<file path="src/rtl/ex_div.sv">
// ex_div: iterative 32-bit signed/unsigned restoring divider for the EX stage.
// One quotient bit is produced per cycle. The result appears 33 cycles after
// the start edge (or 1 cycle for a zero divisor) and is held while start stays high.
//
// Ports:
//   clk        rising-edge clock
//   reset_n    asynchronous active-low reset
//   signed_div 1 = two's-complement divide, 0 = unsigned (sampled at start)
//   opdata1    dividend (sampled at start)
//   opdata2    divisor  (sampled at start)
//   start      divide request, held high until ready is consumed
//   annul      abort/flush current operation
//   result     {remainder, quotient}, valid while ready=1
//   ready      result valid
//   busy       high while dividing or handling a zero divisor
module ex_div (
   input  logic        clk,
   input  logic        reset_n,
   input  logic        signed_div,
   input  logic [31:0] opdata1,
   input  logic [31:0] opdata2,
   input  logic        start,
   input  logic        annul,
   output logic [63:0] result,
   output logic        ready,
   output logic        busy
);

   typedef enum logic [1:0] {FREE, DIVBYZERO, ON, END} state_t;

   state_t      state_q, state_d;
   logic [5:0]  cnt_q, cnt_d;
   logic [31:0] rem_q, rem_d;      // partial remainder
   logic [31:0] dvd_q, dvd_d;      // dividend bits shift out MSB-first, quotient bits shift in at LSB
   logic [31:0] dsr_q, dsr_d;      // divisor magnitude
   logic        sdiv_q, sdiv_d;
   logic        s1_q, s1_d;
   logic        s2_q, s2_d;
   logic [63:0] result_q, result_d;
   logic        ready_q, ready_d;
   logic        busy_q, busy_d;

   logic [32:0] shifted;
   logic [31:0] diff;
   logic        ge;
   logic [31:0] q_fix, r_fix;

   always_comb begin
      // 33-bit partial remainder after shifting in the next dividend bit
      shifted = {rem_q, dvd_q[31]};
      ge      = shifted >= {1'b0, dsr_q};
      // When ge holds the true difference is below 2^32, so a 32-bit subtract is exact
      diff    = shifted[31:0] - dsr_q;
      q_fix   = (sdiv_q && (s1_q != s2_q)) ? (32'd0 - dvd_q) : dvd_q;
      r_fix   = (sdiv_q && s1_q)           ? (32'd0 - rem_q) : rem_q;
   end

   always_comb begin
      state_d  = state_q;
      cnt_d    = cnt_q;
      rem_d    = rem_q;
      dvd_d    = dvd_q;
      dsr_d    = dsr_q;
      sdiv_d   = sdiv_q;
      s1_d     = s1_q;
      s2_d     = s2_q;
      result_d = result_q;
      ready_d  = ready_q;
      busy_d   = busy_q;

      case (state_q)
         FREE: begin
            ready_d  = 1'b0;
            result_d = '0;
            busy_d   = 1'b0;
            if (start && !annul) begin
               busy_d = 1'b1;
               if (opdata2 == 32'd0) begin
                  state_d = DIVBYZERO;
               end else begin
                  state_d = ON;
                  cnt_d   = '0;
                  rem_d   = '0;
                  dvd_d   = (signed_div && opdata1[31]) ? (32'd0 - opdata1) : opdata1;
                  dsr_d   = (signed_div && opdata2[31]) ? (32'd0 - opdata2) : opdata2;
                  sdiv_d  = signed_div;
                  s1_d    = opdata1[31];
                  s2_d    = opdata2[31];
               end
            end
         end

         DIVBYZERO: begin
            busy_d   = 1'b0;
            result_d = '0;
            if (annul) begin
               state_d = FREE;
               ready_d = 1'b0;
               cnt_d   = '0;
            end else begin
               state_d = END;
               ready_d = 1'b1;
            end
         end

         ON: begin
            if (annul) begin
               state_d  = FREE;
               ready_d  = 1'b0;
               result_d = '0;
               busy_d   = 1'b0;
               cnt_d    = '0;
            end else if (cnt_q == 6'd32) begin
               state_d  = END;
               result_d = {r_fix, q_fix};
               ready_d  = 1'b1;
               busy_d   = 1'b0;
            end else begin
               rem_d = ge ? diff : shifted[31:0];
               dvd_d = {dvd_q[30:0], ge};
               cnt_d = cnt_q + 6'd1;
            end
         end

         END: begin
            if (annul || !start) begin
               state_d  = FREE;
               ready_d  = 1'b0;
               result_d = '0;
               cnt_d    = '0;
            end
         end

         default: state_d = FREE;
      endcase
   end

   always_ff @(posedge clk or negedge reset_n) begin
      if (!reset_n) begin
         state_q  <= FREE;
         cnt_q    <= '0;
         rem_q    <= '0;
         dvd_q    <= '0;
         dsr_q    <= '0;
         sdiv_q   <= 1'b0;
         s1_q     <= 1'b0;
         s2_q     <= 1'b0;
         result_q <= '0;
         ready_q  <= 1'b0;
         busy_q   <= 1'b0;
      end else begin
         state_q  <= state_d;
         cnt_q    <= cnt_d;
         rem_q    <= rem_d;
         dvd_q    <= dvd_d;
         dsr_q    <= dsr_d;
         sdiv_q   <= sdiv_d;
         s1_q     <= s1_d;
         s2_q     <= s2_d;
         result_q <= result_d;
         ready_q  <= ready_d;
         busy_q   <= busy_d;
      end
   end

   assign result = result_q;
   assign ready  = ready_q;
   assign busy   = busy_q;

endmodule

</file>
<file path="config.mk">
export PLATFORM = sky130hd
export DESIGN_NAME = ex_div
export DESIGN_NICKNAME = d
export VERILOG_FILES = /design/src/rtl/ex_div.sv
export SDC_FILE = /design/constraint.sdc
export NUM_CORES = 1
export LEC_CHECK = 0
export BUFFER_PORTS_ARGS = -buffer_cell sky130_fd_sc_hd__clkbuf_2
export CORE_MARGIN = 1.5
export CORE_UTILIZATION = 30
export CTS_BUF_LIST = sky130_fd_sc_hd__clkbuf_4
export DETAILED_ROUTE_END_ITERATION = 16
export GPL_TIMING_DRIVEN = 1
export PLACE_DENSITY = 0.55
export SYNTH_ARGS = -nofsm -noshare
export SYNTH_HDL_FRONTEND = slang
export SYNTH_SLANG_ARGS = --single-unit
</file>
<file path="constraint.sdc">
create_clock -name clk -period 3.4 [get_ports clk]
set_input_delay 0.17 -clock clk [delete_from_list [all_inputs] [get_ports clk]]
set_output_delay 0.17 -clock clk [all_outputs]
set_load 0.02 [all_outputs]
</file>
==> results of run 1 <==
worst max-delay path: stages, from the launching register on:
cell and delay [ns]:
sky130_fd_sc_hd__dfrtp_1 0.47, sky130_fd_sc_hd__ha_1 0.31, sky130_fd_sc_hd__nor2b_1 0.15, sky130_fd_sc_hd__o31a_1 0.28
sky130_fd_sc_hd__o311a_1 0.32, sky130_fd_sc_hd__a2111o_1 0.45, sky130_fd_sc_hd__o21ai_1 0.18, sky130_fd_sc_hd__buf_4 0.16
sky130_fd_sc_hd__nor2b_1 0.05, sky130_fd_sc_hd__o21ai_0 0.19, sky130_fd_sc_hd__mux2_2 0.35, sky130_fd_sc_hd__o221ai_1 0.17
power by group through the flow:
stage | Combinational, uW | Sequential [uW] | Clock, uW
floorplan | 3140 | 3150 | 0
global placement | 4660 | 3110 | 0
detailed placement | 4690 | 3140 | 0
CTS | 4740 | 3090 | 1350
global route | 5280 | 3180 | 1420
finish | 4710 | 3090 | 1290
flip-flops by register name, indices dropped and copies added (netlist names):
register and count:
state_q 2, ready 1, rem_q 32, sdiv_q 1
s2_q 1, dsr_q 32, dvd_q 32, cnt_q 6
busy 1, s1_q 1, result 64
what timing repair did:
item | 4_1_cts | 5_1_grt
hold buffers | 39 | 0
buffers inserted | 0 | 0
hold endpoints to repair | 106 | 0
worst max-delay path by stage:
stage / from / end / slack (ns) / cells past startpoint
after floorplan: dvd_q[31]$_DFFE_PN0P_ / rem_q[30]$_DFFE_PN0P_ / 0.49 / 13
after global placement: dvd_q[31]$_DFFE_PN0P_ / rem_q[28]$_DFFE_PN0P_ / 0.31 / 13
after detailed placement: rem_q[0]$_DFFE_PN0P_ / rem_q[31]$_DFFE_PN0P_ / 0.25 / 11
after CTS: rem_q[0]$_DFFE_PN0P_ / rem_q[31]$_DFFE_PN0P_ / 0.22 / 11
after global routing: dvd_q[31]$_DFFE_PN0P_ / rem_q[28]$_DFFE_PN0P_ / 0.003 / 13
final: rem_q[0]$_DFFE_PN0P_ / rem_q[31]$_DFFE_PN0P_ / 0.23 / 11
layer usage:
metal  global-route usage, %  routed length, um  part of all wire, %
met3                    2.53               1100                  3.3
met4                    4.07                387                  1.2
met2                    26.7              14600                   44
met1                    25.4              17000                   51
met5                       0                  0                    0
per-stage QoR:
step | instance area, um2 | util (%) | power [uW] | setup WS, ns
3_5_place_dp | 13000 | 35.2 | 7830 | 0.245
3_3_place_gp | 13000 | 35.2 | 7770 | 0.306
4_1_cts | 13700 | 37.1 | 9180 | 0.216
5_1_grt | 13700 | 37.1 | 9880 | 0.00319
6_report | 13700 | 37.1 | 9080 | 0.227
2_1_floorplan | 11300 | - | 6290 | 0.492
final cells by class:
cell class	count	area share (%)
clock buffer	17	0.934
inverter	54	1.48
multi-input combinational	1058	47.9
sequential	173	31.7
clock inverter	13	1.22
timing repair buffer	243	12.1
antenna	1	0.0183
tap	504	4.61
kinds of logic (layout without fill, tap and decap cells):
group	count (synthesis)	in the layout	share of synthesized area [%]
compound gates	431	431	22.6
xor+xnor	143	143	11.1
fa+ha+maj	43	43	4.82
buf+inv	120	327	4.13
flops	173	173	38.3
mux	21	21	1.92
other cells	0	1	0
simple gates	420	420	17.2
placed cells by master (no fill, tap or decap), types with 6 or more instances in the layout:
cell type                       Yosys  layout
sky130_fd_sc_hd__nor2b_1            6       6
sky130_fd_sc_hd__o41ai_1           14      14
sky130_fd_sc_hd__nor2_1            98      98
sky130_fd_sc_hd__nand3_1           17      17
sky130_fd_sc_hd__and3_1             8       8
sky130_fd_sc_hd__xnor2_1           60      60
sky130_fd_sc_hd__buf_4              2      65
sky130_fd_sc_hd__inv_1             54      54
sky130_fd_sc_hd__nor4_1            14      14
sky130_fd_sc_hd__nand2_1          193     193
sky130_fd_sc_hd__a21oi_1          106     106
sky130_fd_sc_hd__o21ai_1           62      61
sky130_fd_sc_hd__a211oi_1           7       7
sky130_fd_sc_hd__dfrtp_1          173     173
sky130_fd_sc_hd__clkbuf_4           0      17
sky130_fd_sc_hd__a31oi_1           15      15
sky130_fd_sc_hd__xor2_1            83      83
sky130_fd_sc_hd__and2_1             9       8
sky130_fd_sc_hd__nand2b_1          12      12
sky130_fd_sc_hd__nand4_1            6       6
sky130_fd_sc_hd__o21a_1             7       7
sky130_fd_sc_hd__or4_1             12      12
sky130_fd_sc_hd__o31ai_1           33      33
sky130_fd_sc_hd__a21o_1            19      19
sky130_fd_sc_hd__clkbuf_2           0     133
sky130_fd_sc_hd__a22o_1             7       7
sky130_fd_sc_hd__nor3_1            11      11
sky130_fd_sc_hd__mux2i_1           15      15
sky130_fd_sc_hd__or3_1             14      14
sky130_fd_sc_hd__ha_1              42      41
sky130_fd_sc_hd__dlygate4sd3_1      0      39
sky130_fd_sc_hd__o21ai_0          129     129
==> impl_metrics.ini, run 1 <==
[run_status]
run_status = completed

[clocking]
clock_tree_from_tritoncts = yes
cts_buffers = 17
clock_latency_at_the_later_pin_of_the_worst_skew_pair_ns = 0.58
htree_num_levels = 4
path_clk_slew_ns = 0.14
ctsRootBufferMaster = sky130_fd_sc_hd__clkbuf_4
post_cts_resize_count = 0
cts-root-to-sink-buffers = 2
numClockSinks = 173

[power]
combinational_share_of_power_pct = 51.9
clock_network_power_share_pct = 14.2
power.sequential.fraction_pct = 34.0
power.switching_fraction_pct = 46.4
internal_power_uw = 4870
p_leak_uw = 0.00611
vdd_ir_drop_max_mv = 0.374
p_per_area_nw_per_um2 = 664
total_switching_power_uw = 4210

[sta]
setup_repair_after_global_routing_missed_its_margin = false
clock-skew-final_ns = 0.0176
max_freq_mhz = 315
totalNegativeSetupSlack_ns = 0
drv_slew = 0
timing.final.setup_violations = 0
tightestPinTransition_ns = 0.776
fin_worst_hold_slack_ns = 0.0377
final.period_utilization_pct = 93.3
worst_slew_margin_rel_pct = 47.8
timing.final.hold_violations = 0
timing.final.crit_period_ns = 3.17

[drt]
post-route-drc-count = 0
drt_first_iter_violations = 516
route.vias.total = 10203
viasPerCell = 4.95
avgRoutedWirePerCell_um = 16.0
drtAntennaViolNets = 0
detail_route.first_pass.iterations = 4
routed_wirelength_um = 33100

[floorplanning]
dieArea_um2 = 38900
boundaryPins = 135
die_width_um = 197
count_of_standard_cell_rows = 70
floorplan.initialDensity_pct = 30.7
placeableCoreArea_um2 = 36900
dieHeight_um = 197

[placed_design]
post-place-cells = 1993
gp_congestion = 0.856
numPortBuffers = 134
hpwl_um = 25500

[worst_setup_path]
critical_path.startpoint_type = register
worstRegToRegCells = 11
end_kind = register
rrSetupSlack_ns = 0.23
critPathArrivalTime_ns = 3.68
critical_path.max_fanout = 5
critical_path.reg2reg.startpoint = rem_q[0]$_DFFE_PN0P_
reg2reg_to = rem_q[31]$_DFFE_PN0P_
criticalPathCategory = reg2reg
required_ns = 3.90

[grt]
wire_length_of_the_first_global_routing_pass_um = 53600
maximum_number_of_pins_on_one_net_before_global_route_repair = 70
grt_overflow = 0
grt_pass1_vias = 9775
global_route.usage.total_pct = 17.3
initial_antenna_violation_count = 2

[synthesis]
synth_top_area_share_pct = 38.3
synthesis.nets = 1463
yosys_warnings = 0
syn_area_per_cell_um2 = 8.37
synth_ff_type = sky130_fd_sc_hd__dfrtp_1
synth.cell_area_um2 = 11300
unique_cell_type_count_in_the_yosys_netlist = 66
postSynthCellCount = 1351
synthesis_stage_register_bit_count = 173
post-synth-top-count-cell = sky130_fd_sc_hd__nand2_1
synthTopCellsByCount = sky130_fd_sc_hd__nand2_1, sky130_fd_sc_hd__dfrtp_1, sky130_fd_sc_hd__o21ai_0
synth_enable_flop_cells = 0
ys_async_sr_fraction_pct = 100
post-synth-top-area-cell = sky130_fd_sc_hd__dfrtp_1
sequential_to_total_area_share_from_yosys_stat_pct = 38.3
ys_top_cells_by_area = sky130_fd_sc_hd__dfrtp_1, sky130_fd_sc_hd__xor2_1, sky130_fd_sc_hd__nand2_1

[final_layout]
fillers = 3886
nNetsFinal = 1659
sequential_cell_area_um2 = 4330
finish.cell_count_without_fillers = 2063
area_growth_pct = 20.8
multi_input_comb_area_um2 = 6550
drive_above_1_share_pct = 16.4

[min_path]
hold_start = signed_div
worstHoldPathType = in2reg
hold_path_end = sdiv_q$_DFFE_PN0P_
hold_path_cell_cnt = 2

[run]
drv_cap = 0
Power figures use the tool's default switching activity.
==> inputs of run 2 (changes only) <==
--- a/config.mk
+++ b/config.mk
@@ -8,7 +8,6 @@
 export BUFFER_PORTS_ARGS = -buffer_cell sky130_fd_sc_hd__clkbuf_2
 export CORE_MARGIN = 1.5
 export CORE_UTILIZATION = 30
-export CTS_BUF_LIST = sky130_fd_sc_hd__clkbuf_4
 export DETAILED_ROUTE_END_ITERATION = 16
 export GPL_TIMING_DRIVEN = 1
 export PLACE_DENSITY = 0.55
==> run 2 against run 1 <==
  * Wire length about the same
  * Maximum frequency rose by 0.54%
  * Sequential power hardly changed
  * Via count decreased by 0.72%
  * Register-to-register slack improved by 0.02 ns
  * Worst setup slack improved by 0.017 ns
  * Die area did not move
  * Cell count is 1.9% lower
  * Sequential cell count did not move
  * Cell area decreased by 0.55%
  * Critical path type unchanged
  * Largest cell class unchanged
  * Highest routed layer unchanged
==> impl_metrics.ini, run 2 (synthesis gave the netlist of run 1 again) <==
[run_status]
run_status = completed

[grt]
globalRouteMet3Util_pct = 2.66
wire_length_of_the_first_global_routing_pass_um = 53400
global_route.usage.total_pct = 17.3
grt_overflow = 0
maximum_number_of_pins_on_one_net_before_global_route_repair = 70
gr-usage-met2_pct = 26.3
grt_use_met1_pct = 25.5
initial_antenna_violation_count = 1
grt_pass1_vias = 9660
top_usage_layer = met2

[sta]
setup_repair_after_global_routing_missed_its_margin = false
totalNegativeSetupSlack_ns = 0
clock-skew-final_ns = 0.0133
post-route-worst-setup-slack_ns = 0.244
max_freq_mhz = 317
timing.final.crit_period_ns = 3.16
final.period_utilization_pct = 92.8
timing.final.setup_violations = 0
timing.final.hold_violations = 0
tightestPinTransition_ns = 0.775
worst_slew_margin_rel_pct = 47.8
drv_slew = 0

[floorplanning]
die_width_um = 197
dieHeight_um = 197
count_of_standard_cell_rows = 70
dieArea_um2 = 38900
floorplan.initialDensity_pct = 30.7
boundaryPins = 135
placeableCoreArea_um2 = 36900

[min_path]
hold_start = opdata2[30]
worstHoldPathType = in2reg

[drt]
post-route-drc-count = 0
avgRoutedWirePerCell_um = 16.3
routed_wirelength_um = 33000
route.vias.total = 10130
viasPerCell = 5.00
drtAntennaViolNets = 0
drt_first_iter_violations = 578
detail_route.first_pass.iterations = 5

[worst_setup_path]
end_kind = register
critical_path.max_fanout = 5
setup.worst_path.start = rem_q[0]$_DFFE_PN0P_
required_ns = 3.74
critPathArrivalTime_ns = 3.50
criticalPathCategory = reg2reg
critical_path.reg2reg.startpoint = rem_q[0]$_DFFE_PN0P_
critical_path.startpoint_type = register

[clocking]
clock_latency_at_the_later_pin_of_the_worst_skew_pair_ns = 0.44
numClockSinks = 173
cts-root-to-sink-buffers = 2
ctsRootBufferMaster = sky130_fd_sc_hd__clkbuf_16
path_clk_slew_ns = 0.07
cts_setup_buffers = 0
cts_buffers = 17
post_cts_resize_count = 0
cts.hold.buffers_added = 1
clock_tree_from_tritoncts = yes
htree_num_levels = 4

[run]
drv_cap = 0

[final_layout]
largest_register_ff_count = 64
nNetsFinal = 1621
layout.cells.most_common_list = sky130_fd_sc_hd__nand2_1, sky130_fd_sc_hd__dfrtp_1, sky130_fd_sc_hd__clkbuf_2
number_of_antenna_diodes = 0
most_common_library_cell_in_the_layout_ignoring_fill_and_taps = sky130_fd_sc_hd__nand2_1
drive_above_1_share_pct = 16.8
area_growth_pct = 20.2

[placed_design]
detailedPlace.worstSlack_ns = 0.245
hpwl_um = 25500
gp_congestion = 0.856
numPortBuffers = 134

[power]
p_per_area_nw_per_um2 = 722
p_leak_uw = 0.00609
vdd_ir_drop_max_mv = 0.401
[run 2: metrics by stage]
step,cell area [um2],instances,total power (uW),hold slack [ns],util [%]
6_report,13600,2024,9810,0.0480,36.9
5_1_grt,13600,2024,10600,0.0471,36.9
4_1_cts,13600,2024,9930,0.0245,36.9
3_5_place_dp,13000,1993,7830,0.253,35.2
3_3_place_gp,13000,1993,7770,0.252,35.2
2_1_floorplan,11300,1351,6290,-0.126,-
[run 2: layer usage]
metal / vias to the layer above / wire length [um]
li1: 5082 / -
met1: 4839 / 16900
met4: 0 / 350
met5: - / 0
met2: 186 / 14500
met3: 23 / 1270
[run 2: final cells by class]
cell class | instances | area, um2
inverter | 54 | 203
tap | 504 | 631
fill | 3859 | 23300
timing repair buffer | 205 | 1270
clock inverter | 12 | 163
multi-input combinational | 1058 | 6550
clock buffer | 18 | 439
sequential | 173 | 4330
[run 2: critical path: stages (launching register included)]
cell and delay, ns:
sky130_fd_sc_hd__dfrtp_1 0.44, sky130_fd_sc_hd__ha_1 0.31, sky130_fd_sc_hd__nor2b_1 0.15, sky130_fd_sc_hd__o31a_1 0.28, sky130_fd_sc_hd__o311a_1 0.32, sky130_fd_sc_hd__a2111o_1 0.46, sky130_fd_sc_hd__o21ai_1 0.18, sky130_fd_sc_hd__buf_4 0.16
sky130_fd_sc_hd__nor2b_1 0.05, sky130_fd_sc_hd__o21ai_0 0.19, sky130_fd_sc_hd__mux2_2 0.35, sky130_fd_sc_hd__o221ai_1 0.18
[run 2: power by group]
| part | internal (uW) | total, uW | switching, uW | leakage, uW |
|---|---|---|---|---|
| Clock | 1180 | 2060 | 881 | 0.000278 |
| Sequential | 2610 | 3090 | 483 | 0.00229 |
| Combinational | 1730 | 4660 | 2930 | 0.00353 |
| Total | 5510 | 9810 | 4300 | 0.00609 |
[run 2: final timing paths]
path	end	slack (ns)	cells past startpoint
max in group asynchronous	result[42]$_DFFE_PN0P_	2.26	3
worst min-delay path	dsr_q[30]$_DFFE_PN0P_	0.05	4
worst max register to register	rem_q[31]$_DFFE_PN0P_	0.24	11
min in group asynchronous	dvd_q[4]$_DFFE_PN0P_	0.32	2
worst max-delay path	rem_q[31]$_DFFE_PN0P_	0.24	11
worst min register to register	result[28]$_DFFE_PN0P_	0.48	2
